--- src/rtl/hazard_pkg.sv ---
// Shared types and constants for the ID-stage hazard control unit.
package hazard_pkg;

   typedef enum logic [1:0] {
      IDLE       = 2'd0,
      LOAD_STALL = 2'd1,
      FLUSH      = 2'd2
   } hz_state_e;

   localparam logic [1:0] J_NONE = 2'd0;
   localparam logic [1:0] J_J    = 2'd1;
   localparam logic [1:0] J_JR   = 2'd2;

   // Code 2'b11 is reserved and must not redirect fetch.
   function automatic logic is_redirect(input logic [1:0] jump, input logic pcsrc);
      logic jmp;
      case (jump)
         J_NONE:     jmp = 1'b0;
         J_J, J_JR:  jmp = 1'b1;
         default:    jmp = 1'b0;
      endcase
      return jmp || pcsrc;
   endfunction

endpackage

--- src/rtl/hazard_control_unit_if.sv ---
// ID-stage hazard signals: decode/execute fields in, pipeline enables out.
interface hazard_control_unit_if #(
   parameter int REG_AW = 5
);
   logic [REG_AW-1:0] IFIDrs;
   logic [REG_AW-1:0] IFIDrt;
   logic              IFIDUsesRt;
   logic              IFIDUsesHiLo;
   logic [REG_AW-1:0] IDEXrt;
   logic              IDEXMemRead;
   logic              MDStart;
   logic [1:0]        Jump;
   logic              PCSrc;
   logic              Stall;
   logic              ControlZero;
   logic              FlushIFID;
   logic              MDBusy;

   modport master (
      output IFIDrs, IFIDrt, IFIDUsesRt, IFIDUsesHiLo, IDEXrt, IDEXMemRead,
             MDStart, Jump, PCSrc,
      input  Stall, ControlZero, FlushIFID, MDBusy
   );

   modport slave (
      input  IFIDrs, IFIDrt, IFIDUsesRt, IFIDUsesHiLo, IDEXrt, IDEXMemRead,
             MDStart, Jump, PCSrc,
      output Stall, ControlZero, FlushIFID, MDBusy
   );
endinterface

--- src/rtl/stall_counter.sv ---
// Loadable down-counter that holds at zero instead of wrapping.
module stall_counter #(
   parameter int W = 4
) (
   input  logic         clk,
   input  logic         rst_n,
   input  logic         load,
   input  logic [W-1:0] val,
   input  logic         dec,
   output logic [W-1:0] cnt,
   output logic         zero
);
   logic [W-1:0] cnt_q;
   logic [W-1:0] cnt_d;

   always_comb begin
      cnt_d = cnt_q;
      if (load) begin
         cnt_d = val;
      end else if (dec && (cnt_q != '0)) begin
         cnt_d = cnt_q - W'(1);
      end
   end

   always_ff @(posedge clk or negedge rst_n) begin
      if (!rst_n) begin
         cnt_q <= '0;
      end else begin
         cnt_q <= cnt_d;
      end
   end

   assign cnt  = cnt_q;
   assign zero = (cnt_q == '0);
endmodule

--- src/rtl/hazard_control_unit.sv ---
// ID-stage hazard control: multi-cycle load-use stalls, mult/div HI/LO
// interlock and multi-cycle IF/ID flush after redirects.
module hazard_control_unit
   import hazard_pkg::*;
#(
   parameter int REG_AW       = 5,
   parameter int LOAD_LAT     = 1,
   parameter int MD_LAT       = 32,
   parameter int FLUSH_JUMP   = 1,
   parameter int FLUSH_BRANCH = 1
) (
   input  logic                  Clk,
   input  logic                  Rst_n,
   hazard_control_unit_if.slave  hif
);
   localparam logic [3:0] LD_RELOAD      = 4'(LOAD_LAT - 1);
   localparam logic [5:0] MD_RELOAD      = 6'(MD_LAT);
   localparam logic [1:0] FL_JUMP_RELOAD = 2'(FLUSH_JUMP - 1);
   localparam logic [1:0] FL_BR_RELOAD   = 2'(FLUSH_BRANCH - 1);

   hz_state_e         state_q;
   hz_state_e         state_d;
   logic [REG_AW-1:0] idex_rt;
   logic              lu_hit;
   logic              redirect;
   logic [1:0]        fl_reload;
   logic              fl_multi;

   logic       ld_load, ld_dec, ld_zero;
   logic [3:0] ld_val, ld_cnt;
   logic       fl_load, fl_dec, fl_zero;
   logic [1:0] fl_cnt;
   logic       md_zero;
   logic [5:0] md_cnt;

   logic flush, fsm_stall, md_busy, stall;

   assign idex_rt  = hif.IDEXrt;
   assign lu_hit   = hif.IDEXMemRead && (idex_rt != '0) &&
                     ((idex_rt == hif.IFIDrs) ||
                      (hif.IFIDUsesRt && (idex_rt == hif.IFIDrt)));
   assign redirect = is_redirect(hif.Jump, hif.PCSrc);
   // A taken branch decides the flush length when it coincides with a jump.
   assign fl_reload = hif.PCSrc ? FL_BR_RELOAD : FL_JUMP_RELOAD;
   assign fl_multi  = (fl_reload != 2'd0);

   always_ff @(posedge Clk or negedge Rst_n) begin
      if (!Rst_n) begin
         state_q <= IDLE;
      end else begin
         state_q <= state_d;
      end
   end

   always_comb begin
      state_d = state_q;
      ld_load = 1'b0;
      ld_val  = LD_RELOAD;
      ld_dec  = 1'b0;
      fl_load = 1'b0;
      fl_dec  = 1'b0;
      case (state_q)
         IDLE: begin
            if (redirect) begin
               fl_load = 1'b1;
               state_d = fl_multi ? FLUSH : IDLE;
            end else if (lu_hit && (LOAD_LAT > 1)) begin
               ld_load = 1'b1;
               state_d = LOAD_STALL;
            end
         end
         LOAD_STALL: begin
            if (redirect) begin
               ld_load = 1'b1;
               ld_val  = '0;
               fl_load = 1'b1;
               state_d = fl_multi ? FLUSH : IDLE;
            end else begin
               ld_dec = 1'b1;
               if ((ld_cnt == 4'd1) || ld_zero) state_d = IDLE;
            end
         end
         FLUSH: begin
            if (redirect) begin
               fl_load = 1'b1;
               state_d = fl_multi ? FLUSH : IDLE;
            end else begin
               fl_dec = 1'b1;
               if ((fl_cnt == 2'd1) || fl_zero) state_d = IDLE;
            end
         end
         default: state_d = IDLE;
      endcase
   end

   // Squashing the ID instruction makes any stall on it pointless.
   always_comb begin
      flush     = redirect || (state_q == FLUSH);
      fsm_stall = ((state_q == IDLE) && lu_hit) || (state_q == LOAD_STALL);
      md_busy   = !md_zero;
      stall     = !flush && (fsm_stall || (md_busy && hif.IFIDUsesHiLo));
   end

   assign hif.Stall       = Rst_n && stall;
   assign hif.ControlZero = Rst_n && stall;
   assign hif.FlushIFID   = Rst_n && flush;
   assign hif.MDBusy      = Rst_n && md_busy && (md_cnt != '0);

   stall_counter #(.W(4)) u_ld_cnt (
      .clk   (Clk),
      .rst_n (Rst_n),
      .load  (ld_load),
      .val   (ld_val),
      .dec   (ld_dec),
      .cnt   (ld_cnt),
      .zero  (ld_zero)
   );

   stall_counter #(.W(2)) u_fl_cnt (
      .clk   (Clk),
      .rst_n (Rst_n),
      .load  (fl_load),
      .val   (fl_reload),
      .dec   (fl_dec),
      .cnt   (fl_cnt),
      .zero  (fl_zero)
   );

   stall_counter #(.W(6)) u_md_cnt (
      .clk   (Clk),
      .rst_n (Rst_n),
      .load  (hif.MDStart),
      .val   (MD_RELOAD),
      .dec   (!md_zero),
      .cnt   (md_cnt),
      .zero  (md_zero)
   );
endmodule

--- src/flat_wrapper.sv ---
// flat-port wrapper written by rule: the top's interface ports become plain ports
module hazard_control_unit_flat import hazard_pkg::*;
#(
   parameter int REG_AW       = 5,
   parameter int LOAD_LAT     = 1,
   parameter int MD_LAT       = 32,
   parameter int FLUSH_JUMP   = 1,
   parameter int FLUSH_BRANCH = 1
)
  (Clk, Rst_n, hif_IFIDrs, hif_IFIDrt, hif_IFIDUsesRt, hif_IFIDUsesHiLo, hif_IDEXrt, hif_IDEXMemRead, hif_MDStart, hif_Jump, hif_PCSrc, hif_Stall, hif_ControlZero, hif_FlushIFID, hif_MDBusy);
  hazard_control_unit_if #(.REG_AW(REG_AW)) hif_i ();
  input  logic Clk;
  input  logic Rst_n;
  input wire logic [$bits(hif_i.IFIDrs)-1:0] hif_IFIDrs;
  input wire logic [$bits(hif_i.IFIDrt)-1:0] hif_IFIDrt;
  input wire logic [$bits(hif_i.IFIDUsesRt)-1:0] hif_IFIDUsesRt;
  input wire logic [$bits(hif_i.IFIDUsesHiLo)-1:0] hif_IFIDUsesHiLo;
  input wire logic [$bits(hif_i.IDEXrt)-1:0] hif_IDEXrt;
  input wire logic [$bits(hif_i.IDEXMemRead)-1:0] hif_IDEXMemRead;
  input wire logic [$bits(hif_i.MDStart)-1:0] hif_MDStart;
  input wire logic [$bits(hif_i.Jump)-1:0] hif_Jump;
  input wire logic [$bits(hif_i.PCSrc)-1:0] hif_PCSrc;
  output wire logic [$bits(hif_i.Stall)-1:0] hif_Stall;
  output wire logic [$bits(hif_i.ControlZero)-1:0] hif_ControlZero;
  output wire logic [$bits(hif_i.FlushIFID)-1:0] hif_FlushIFID;
  output wire logic [$bits(hif_i.MDBusy)-1:0] hif_MDBusy;
  assign hif_i.IFIDrs = hif_IFIDrs;
  assign hif_i.IFIDrt = hif_IFIDrt;
  assign hif_i.IFIDUsesRt = hif_IFIDUsesRt;
  assign hif_i.IFIDUsesHiLo = hif_IFIDUsesHiLo;
  assign hif_i.IDEXrt = hif_IDEXrt;
  assign hif_i.IDEXMemRead = hif_IDEXMemRead;
  assign hif_i.MDStart = hif_MDStart;
  assign hif_i.Jump = hif_Jump;
  assign hif_i.PCSrc = hif_PCSrc;
  assign hif_Stall = hif_i.Stall;
  assign hif_ControlZero = hif_i.ControlZero;
  assign hif_FlushIFID = hif_i.FlushIFID;
  assign hif_MDBusy = hif_i.MDBusy;
  hazard_control_unit #(.REG_AW(REG_AW), .LOAD_LAT(LOAD_LAT), .MD_LAT(MD_LAT), .FLUSH_JUMP(FLUSH_JUMP), .FLUSH_BRANCH(FLUSH_BRANCH)) u_core (.Clk(Clk), .Rst_n(Rst_n), .hif(hif_i));
endmodule
--- config.mk ---
export PLATFORM = sky130hd
export DESIGN_NAME = hazard_control_unit_flat
export DESIGN_NICKNAME = d
export VERILOG_FILES = /design/src/rtl/hazard_pkg.sv /design/src/rtl/hazard_control_unit_if.sv /design/src/rtl/stall_counter.sv /design/src/rtl/hazard_control_unit.sv /design/src/flat_wrapper.sv
export SDC_FILE = /design/constraint.sdc
export NUM_CORES = 1
export LEC_CHECK = 0
export CORE_AREA = 2 2 39 41
export CTS_BUF_LIST = sky130_fd_sc_hd__clkbuf_4
export CTS_CLUSTER_DIAMETER = 80
export DETAILED_ROUTE_END_ITERATION = 6
export DIE_AREA = 0 0 41 43
export PLACE_DENSITY = 0.84
export SLEW_MARGIN = 25
export SYNTH_ARGS = -nofsm -noshare
export SYNTH_HDL_FRONTEND = slang
export SYNTH_SLANG_ARGS = --single-unit
--- constraint.sdc ---
create_clock -name Clk -period 3.15 [get_ports Clk]
set_input_delay 0.945 -clock Clk [delete_from_list [all_inputs] [get_ports Clk]]
set_output_delay 0.945 -clock Clk [all_outputs]
set_load 0.05 [all_outputs]
* Yosys cells after proc, flatten, opt, wreduce, memory -nomap -nowiden
Index checks and enable logic that the tools add are counted.
** Word-level totals
- Flip-flop bits (word level) :: 14
- Memories kept :: 0
- Output and inout port bits :: 4
- Word-level logic and storage cells :: 73
- Memory bits (writable) :: 0
- Memory bits (read-only) :: 0
- Bits in latches :: 0
** Operators by class
- Mux-type cells :: 19
- Add/subtract/negate cells :: 3
- $lt $le $gt $ge :: 0
- Bitwise operators :: 0
- Div/mod/pow operators :: 0
- Shift operators :: 0
- Equal/unequal tests :: 11
- Reduce and logical (&&, ||, !) cells :: 36
- $mul :: 0
** Operators with widths (count)
- 2-bit 2-to-1 mux :: 7
- 1-bit logical AND :: 13
- 6-bit 2-to-1 mux :: 2
- 5-bit == test :: 2
- 4-bit 2-to-1 mux :: 2
- 2-bit nonzero test :: 4
- 1-bit logical OR :: 7
- 1-bit 2-to-1 mux :: 7
- 2-bit by 1-bit == test with 1-bit output (second input constant) :: 3
- 6-bit zero test :: 1
- 3-bit by 1-bit != test with 1-bit output (second input constant) :: 2
- 2-bit case mux with 3 select lines :: 1
- 6-bit nonzero test :: 1
- 6-bit by 1-bit subtractor with 6-bit output (second input constant) :: 1
- 5-bit nonzero test :: 1
- 2-bit == test (second input constant) :: 2
- 4-bit by 1-bit == test with 1-bit output (second input constant) :: 1
- 2-bit zero test :: 2
- 4-bit zero test :: 1
- 4-bit nonzero test :: 1
- 4-bit by 1-bit subtractor with 4-bit output (second input constant) :: 1
- 3-bit AND reduction :: 1
- 3-bit OR reduction :: 1
- 1-bit zero test :: 2
- other kinds (3) :: 3

* Logic depth before layout (Yosys ltp)
- Word-level depth :: 9
- Depth in mapped cells :: 8
- Depth with buffers taken out :: 6

* Modules after synthesis
A second synthesis with hierarchy kept.
** Unflattened totals
- Cell total of the unflattened synthesis :: 74
- Area, all modules :: 595.6 um^2
** Modules (own cells, without submodules)
- stall_counter :: area each 395.4 um^2, cells each 44, times used 1, seq. area each 150.1 um^2
- hazard_control_unit :: area each 200.2 um^2, cells each 30, times used 1, seq. area each 0.0 um^2

* Worst setup path after synthesis
Ideal clock, no wire load.
- Kind :: in2out
- Start point :: in hif_IDEXrt[0]
- End point :: out hif_Stall
- Data arrival time :: 2438 ps
- Stages on the path :: 5
- Data required time :: 2205 ps
- Setup slack :: -233 ps
- Buffers on the path :: 1
- Cells stage by stage :: xnor2_1 nand4_1 o22a_1 o21ai_1 buf_4
** Between the ends
- Word-level cells in the longest chain between the ends :: 9
- Elaborated cells on any way between the ends :: 12
- Those cells by class :: 2 x eq/ne; 10 x reduce/logical
** RTL lines
- from (decl) :: RTL line flat_wrapper.sv:18 : input wire logic [$bits(hif_i.IDEXrt)-1:0] hif_IDEXrt;
- 5-bit == test :: RTL line hazard_control_unit.sv:41 : (hif.IFIDUsesRt && (idex_rt == hif.IFIDrt)));
- 1-bit logical AND :: RTL line hazard_control_unit.sv:41
- 1-bit logical OR :: RTL line hazard_control_unit.sv:40 : ((idex_rt == hif.IFIDrs) ||
- 1-bit logical AND (*) :: RTL line hazard_control_unit.sv:39 : assign lu_hit = hif.IDEXMemRead && (idex_rt != '0) &&
- 1-bit logical AND (*) :: RTL line hazard_control_unit.sv:99 : fsm_stall = ((state_q == IDLE) && lu_hit) || (state_q == LOAD_STALL);
- 1-bit logical OR (*) :: RTL line hazard_control_unit.sv:99
- 1-bit logical OR (*) :: RTL line hazard_control_unit.sv:101 : stall = !flush && (fsm_stall || (md_busy && hif.IFIDUsesHiLo));
- 1-bit logical AND (*) :: RTL line hazard_control_unit.sv:101
- 1-bit logical AND (*)
- to (decl) :: RTL line flat_wrapper.sv:23 : output wire logic [$bits(hif_i.Stall)-1:0] hif_Stall;
Every way passes the cells marked *; elsewhere a longest branch is shown, timed or not.

* Worst setup path after layout
- Start point :: in hif_IFIDrs[2]
- End point :: out hif_Stall
** Between the ends
- Word-level cells in the longest chain between the ends :: 8
** RTL lines
- from (decl) :: RTL line flat_wrapper.sv:14 : input wire logic [$bits(hif_i.IFIDrs)-1:0] hif_IFIDrs;
- 5-bit == test :: RTL line hazard_control_unit.sv:40
- 1-bit logical OR :: RTL line hazard_control_unit.sv:40
- 1-bit logical AND :: RTL line hazard_control_unit.sv:39
- 1-bit logical AND :: RTL line hazard_control_unit.sv:99
- 1-bit logical OR :: RTL line hazard_control_unit.sv:99
- 1-bit logical OR :: RTL line hazard_control_unit.sv:101
- 1-bit logical AND :: RTL line hazard_control_unit.sv:101
- 1-bit logical AND :: RTL line hazard_control_unit.sv:104 : assign hif.Stall = Rst_n && stall;
No other way between the ends.

==> impl_metrics.toml <==
[global_route]
grt_usage_pct = 18.4
grt_max_degree = 10
grt_overflow = 0
grt_pass1_vias = 516
grt_pass1_wl_um = 2220
antenna_found_initial = 0

[power]
p_comb_share_pct = 54.7
static-leakage-power_nw = 0.403
power_density_nw_per_um2 = 506
seqPwrFrac_pct = 30.4
switching_share_pct = 37.6
clkPwrFrac_pct = 14.9
p_switching_mw = 0.168
peakVddDrop_v = 0.000284
p_int_mw = 0.280

[setup_path]
start_kind = "input pin"
critPathKind = "in -> out"
cp_num_cells = 6
cp_max_fo = 2
crit_start = "hif_IFIDrs[2]"
ff2ff_path_depth = 4
r2r_end = "u_core.u_md_cnt.cnt[0]"
arrival_ns = 2.11
critPathTopFamily = "compound AO/OA/AOI/OAI gates"
crit_path_cell_trace = "dlygate4sd2_1 > xnor2_1 > nand3_1 > o22a_1 > o21ai_4 > buf_12"
r2r_slack_ns = 1.65
critical_path.endpoint_type = "primary output"
crit_slowest_cell = "dlygate4sd2_1"
cp.required_ns = 2.20
crit_path_max_incr_delay_ns = 0.25
endpoint = "hif_Stall"
path_buf_inv = 2
reg2reg_from = "u_core.u_md_cnt.cnt[2]"

[timing]
rsz0062_at_grt = "no"
finalWorstSetupSlack_ns = 0.0961
slew_violations = 0
slew-limit-headroom_pct = 81.8
worstMarginPinSlew_ns = 0.272
final.min_clock_period_ns = 3.05
clock.fmax_mhz = 327
period_share_pct = 96.9
timing.hold.ws_ns = 0.536
final-setup-viol-count = 0
fin_skew_ns = 0.00268
hold_violations = 0

[synthesis]
ys_seq_area_share_pct = 29.1
yosys_warnings = 0
ys_ff_latch = 6
yosys.area.top_type_share_pct = 29.1
syn_area_per_cell_um2 = 8.61
yosysUniqueCellTypes = 25
netlist_instances = 60
synth_area_leader_cell = "dfrtp_1"
synth_area_um2 = 517
synthesis.nets = 86
ys_top_cells_by_area = "dfrtp_1, xnor2_1, nor2_1, xor2_1, ha_1"

[detailed_routing]
ant_nets = 0
wire_per_inst_um = 12.6
via_count = 510
drc = 0
drtIter0Drc = 18
vias_per_cell = 4.72
first_pass_iters = 4
totalWireLength_um = 1360

[clocking]
clk_latency_ns = 0.23
cts.path.max_buffers = 2
cts_num_sinks = 6
htreeDepth = 1
numCtsBuffers = 3
cts_hold_buf = 0
path_clk_slew_ns = 0.04
cts_root_buffer = "clkbuf_4"
cts_tree = "done"

[die]
die_h_um = 43
fp.dieW_um = 41
fp-row-count = 14
initial_core_util_pct = 37.3
pin_count = 28
coreArea_um2 = 1380
die-area_um2 = 1760

[min_path]
hold_path.class = "reg -> reg"

[final_layout]
fin_nets = 120
drive_gt1_share_pct = 18.5
diodes = 0
final_util_pct = 64.0
area_growth_pct = 71.4
largest_reg_flops = 6

[place]
portBuffers = 27
pre_cts_slack_ns = -0.211
hpwl_um = 1190
place_congestion = 0.924

[status]
status = "finished, final reports clean"

[flow_run]
cap_violations = 0
==> area by class of cell <==
| type | count | area (um^2) |
|---|---|---|
| Clock buffer | 3 | 22.5 |
| Fill cell | 121 | 498 |
| Inverter | 3 | 11.3 |
| Multi-Input combinational cell | 49 | 350 |
| Sequential cell | 6 | 150 |
| Tap cell | 16 | 20.0 |
| Timing Repair Buffer | 31 | 332 |
==> power groups by stage <==
| stage | registers, mW | logic, mW | clock network [mW] |
|---|---|---|---|
| CTS | 0.136 | 0.248 | 0.0686 |
| floorplan | 0.131 | 0.173 | 0 |
| global route | 0.142 | 0.277 | 0.0726 |
| finish | 0.136 | 0.245 | 0.0665 |
| global placement | 0.135 | 0.244 | 0 |
| detailed placement | 0.138 | 0.249 | 0 |
==> stage by stage <==
step | cell area (um^2) | std cells | power (mW) | setup TNS, ns
2_1_floorplan | 520 | 60 | 0.303 | 0
3_3_place_gp | 867 | 104 | 0.379 | -0.309
3_5_place_dp | 867 | 104 | 0.387 | -0.422
4_1_cts | 888 | 108 | 0.453 | 0
5_1_grt | 886 | 108 | 0.491 | 0
6_report | 886 | 108 | 0.448 | 0
==> cell usage in the layout (no fill, tap or decap), types with 2 or more instances in the layout <==
master,n
nor3_1,4
nand2b_1,2
dlygate4sd2_1,13
inv_1,3
ha_1,2
nor2_1,6
xnor2_1,11
clkbuf_4,3
dfrtp_1,6
xor2_1,3
clkbuf_2,2
buf_4,3
nand4_1,3
clkdlybuf4s50_1,6
buf_12,5
nand2_1,4
dlymetal6s2s_1,2
==> synthesized netlist by cell type <==
library cell  count
mux2i_1           1
a211oi_2          1
or3_4             1
nor2b_1           1
xor2_1            3
nand4_1           3
inv_1             3
buf_6             1
o21ai_1           1
or2_1             1
o21ai_0           1
dfrtp_1           6
or2b_1            1
ha_1              2
a21oi_1           1
xnor2_1          11
buf_4             1
nor2_1            7
o22a_1            1
nand3b_1          1
nor3_1            4
and2_1            1
nand3_1           1
nand2_1           4
nand2b_1          2
==> cells by family after synthesis <==
family,Yosys count,share of synthesized area (%)
simple gates,27,27.6
xor+xnor,14,23.7
flops,6,29.1
compound gates,5,7.02
buf+inv,5,5.81
fa+ha+maj,2,4.84
mux,1,1.94
==> per-layer routing <==
metal / share of wire, % / GRT usage [%] / up-vias / routed length (um)
met5: 0 / 0 / - / 0
met4: 0 / 6.00 / 0 / 0
met3: 1.3 / 1.57 / 0 / 18
met2: 55 / 29.7 / 8 / 757
met1: 43 / 24.6 / 238 / 589
li1: - / - / 264 / -
==> timing repair <==
action / CTS / global route
endpoints found under the setup margin: 2 / 2
resized for setup: 17 / 6
pin swaps: 16 / 8
buffers inserted: 1 / 0
==> worst min-delay path by stage <==
stage,start,endpoint,cells after the start
after floorplan,u_core.u_md_cnt.cnt[5],u_core.u_md_cnt.cnt[5],2
after global placement,u_core.u_md_cnt.cnt[5],u_core.u_md_cnt.cnt[5],2
after detailed placement,u_core.u_md_cnt.cnt[5],u_core.u_md_cnt.cnt[5],2
after CTS,u_core.u_md_cnt.cnt[5],u_core.u_md_cnt.cnt[5],2
after global routing,u_core.u_md_cnt.cnt[5],u_core.u_md_cnt.cnt[5],2
final,u_core.u_md_cnt.cnt[5],u_core.u_md_cnt.cnt[5],2
==> tightest hold or removal path: stages, from the launching register on <==
cell	delay, ns
dfrtp_1	0.35
mux2i_1	0.08
nand2b_1	0.07
Power figures use the tool's default switching activity.
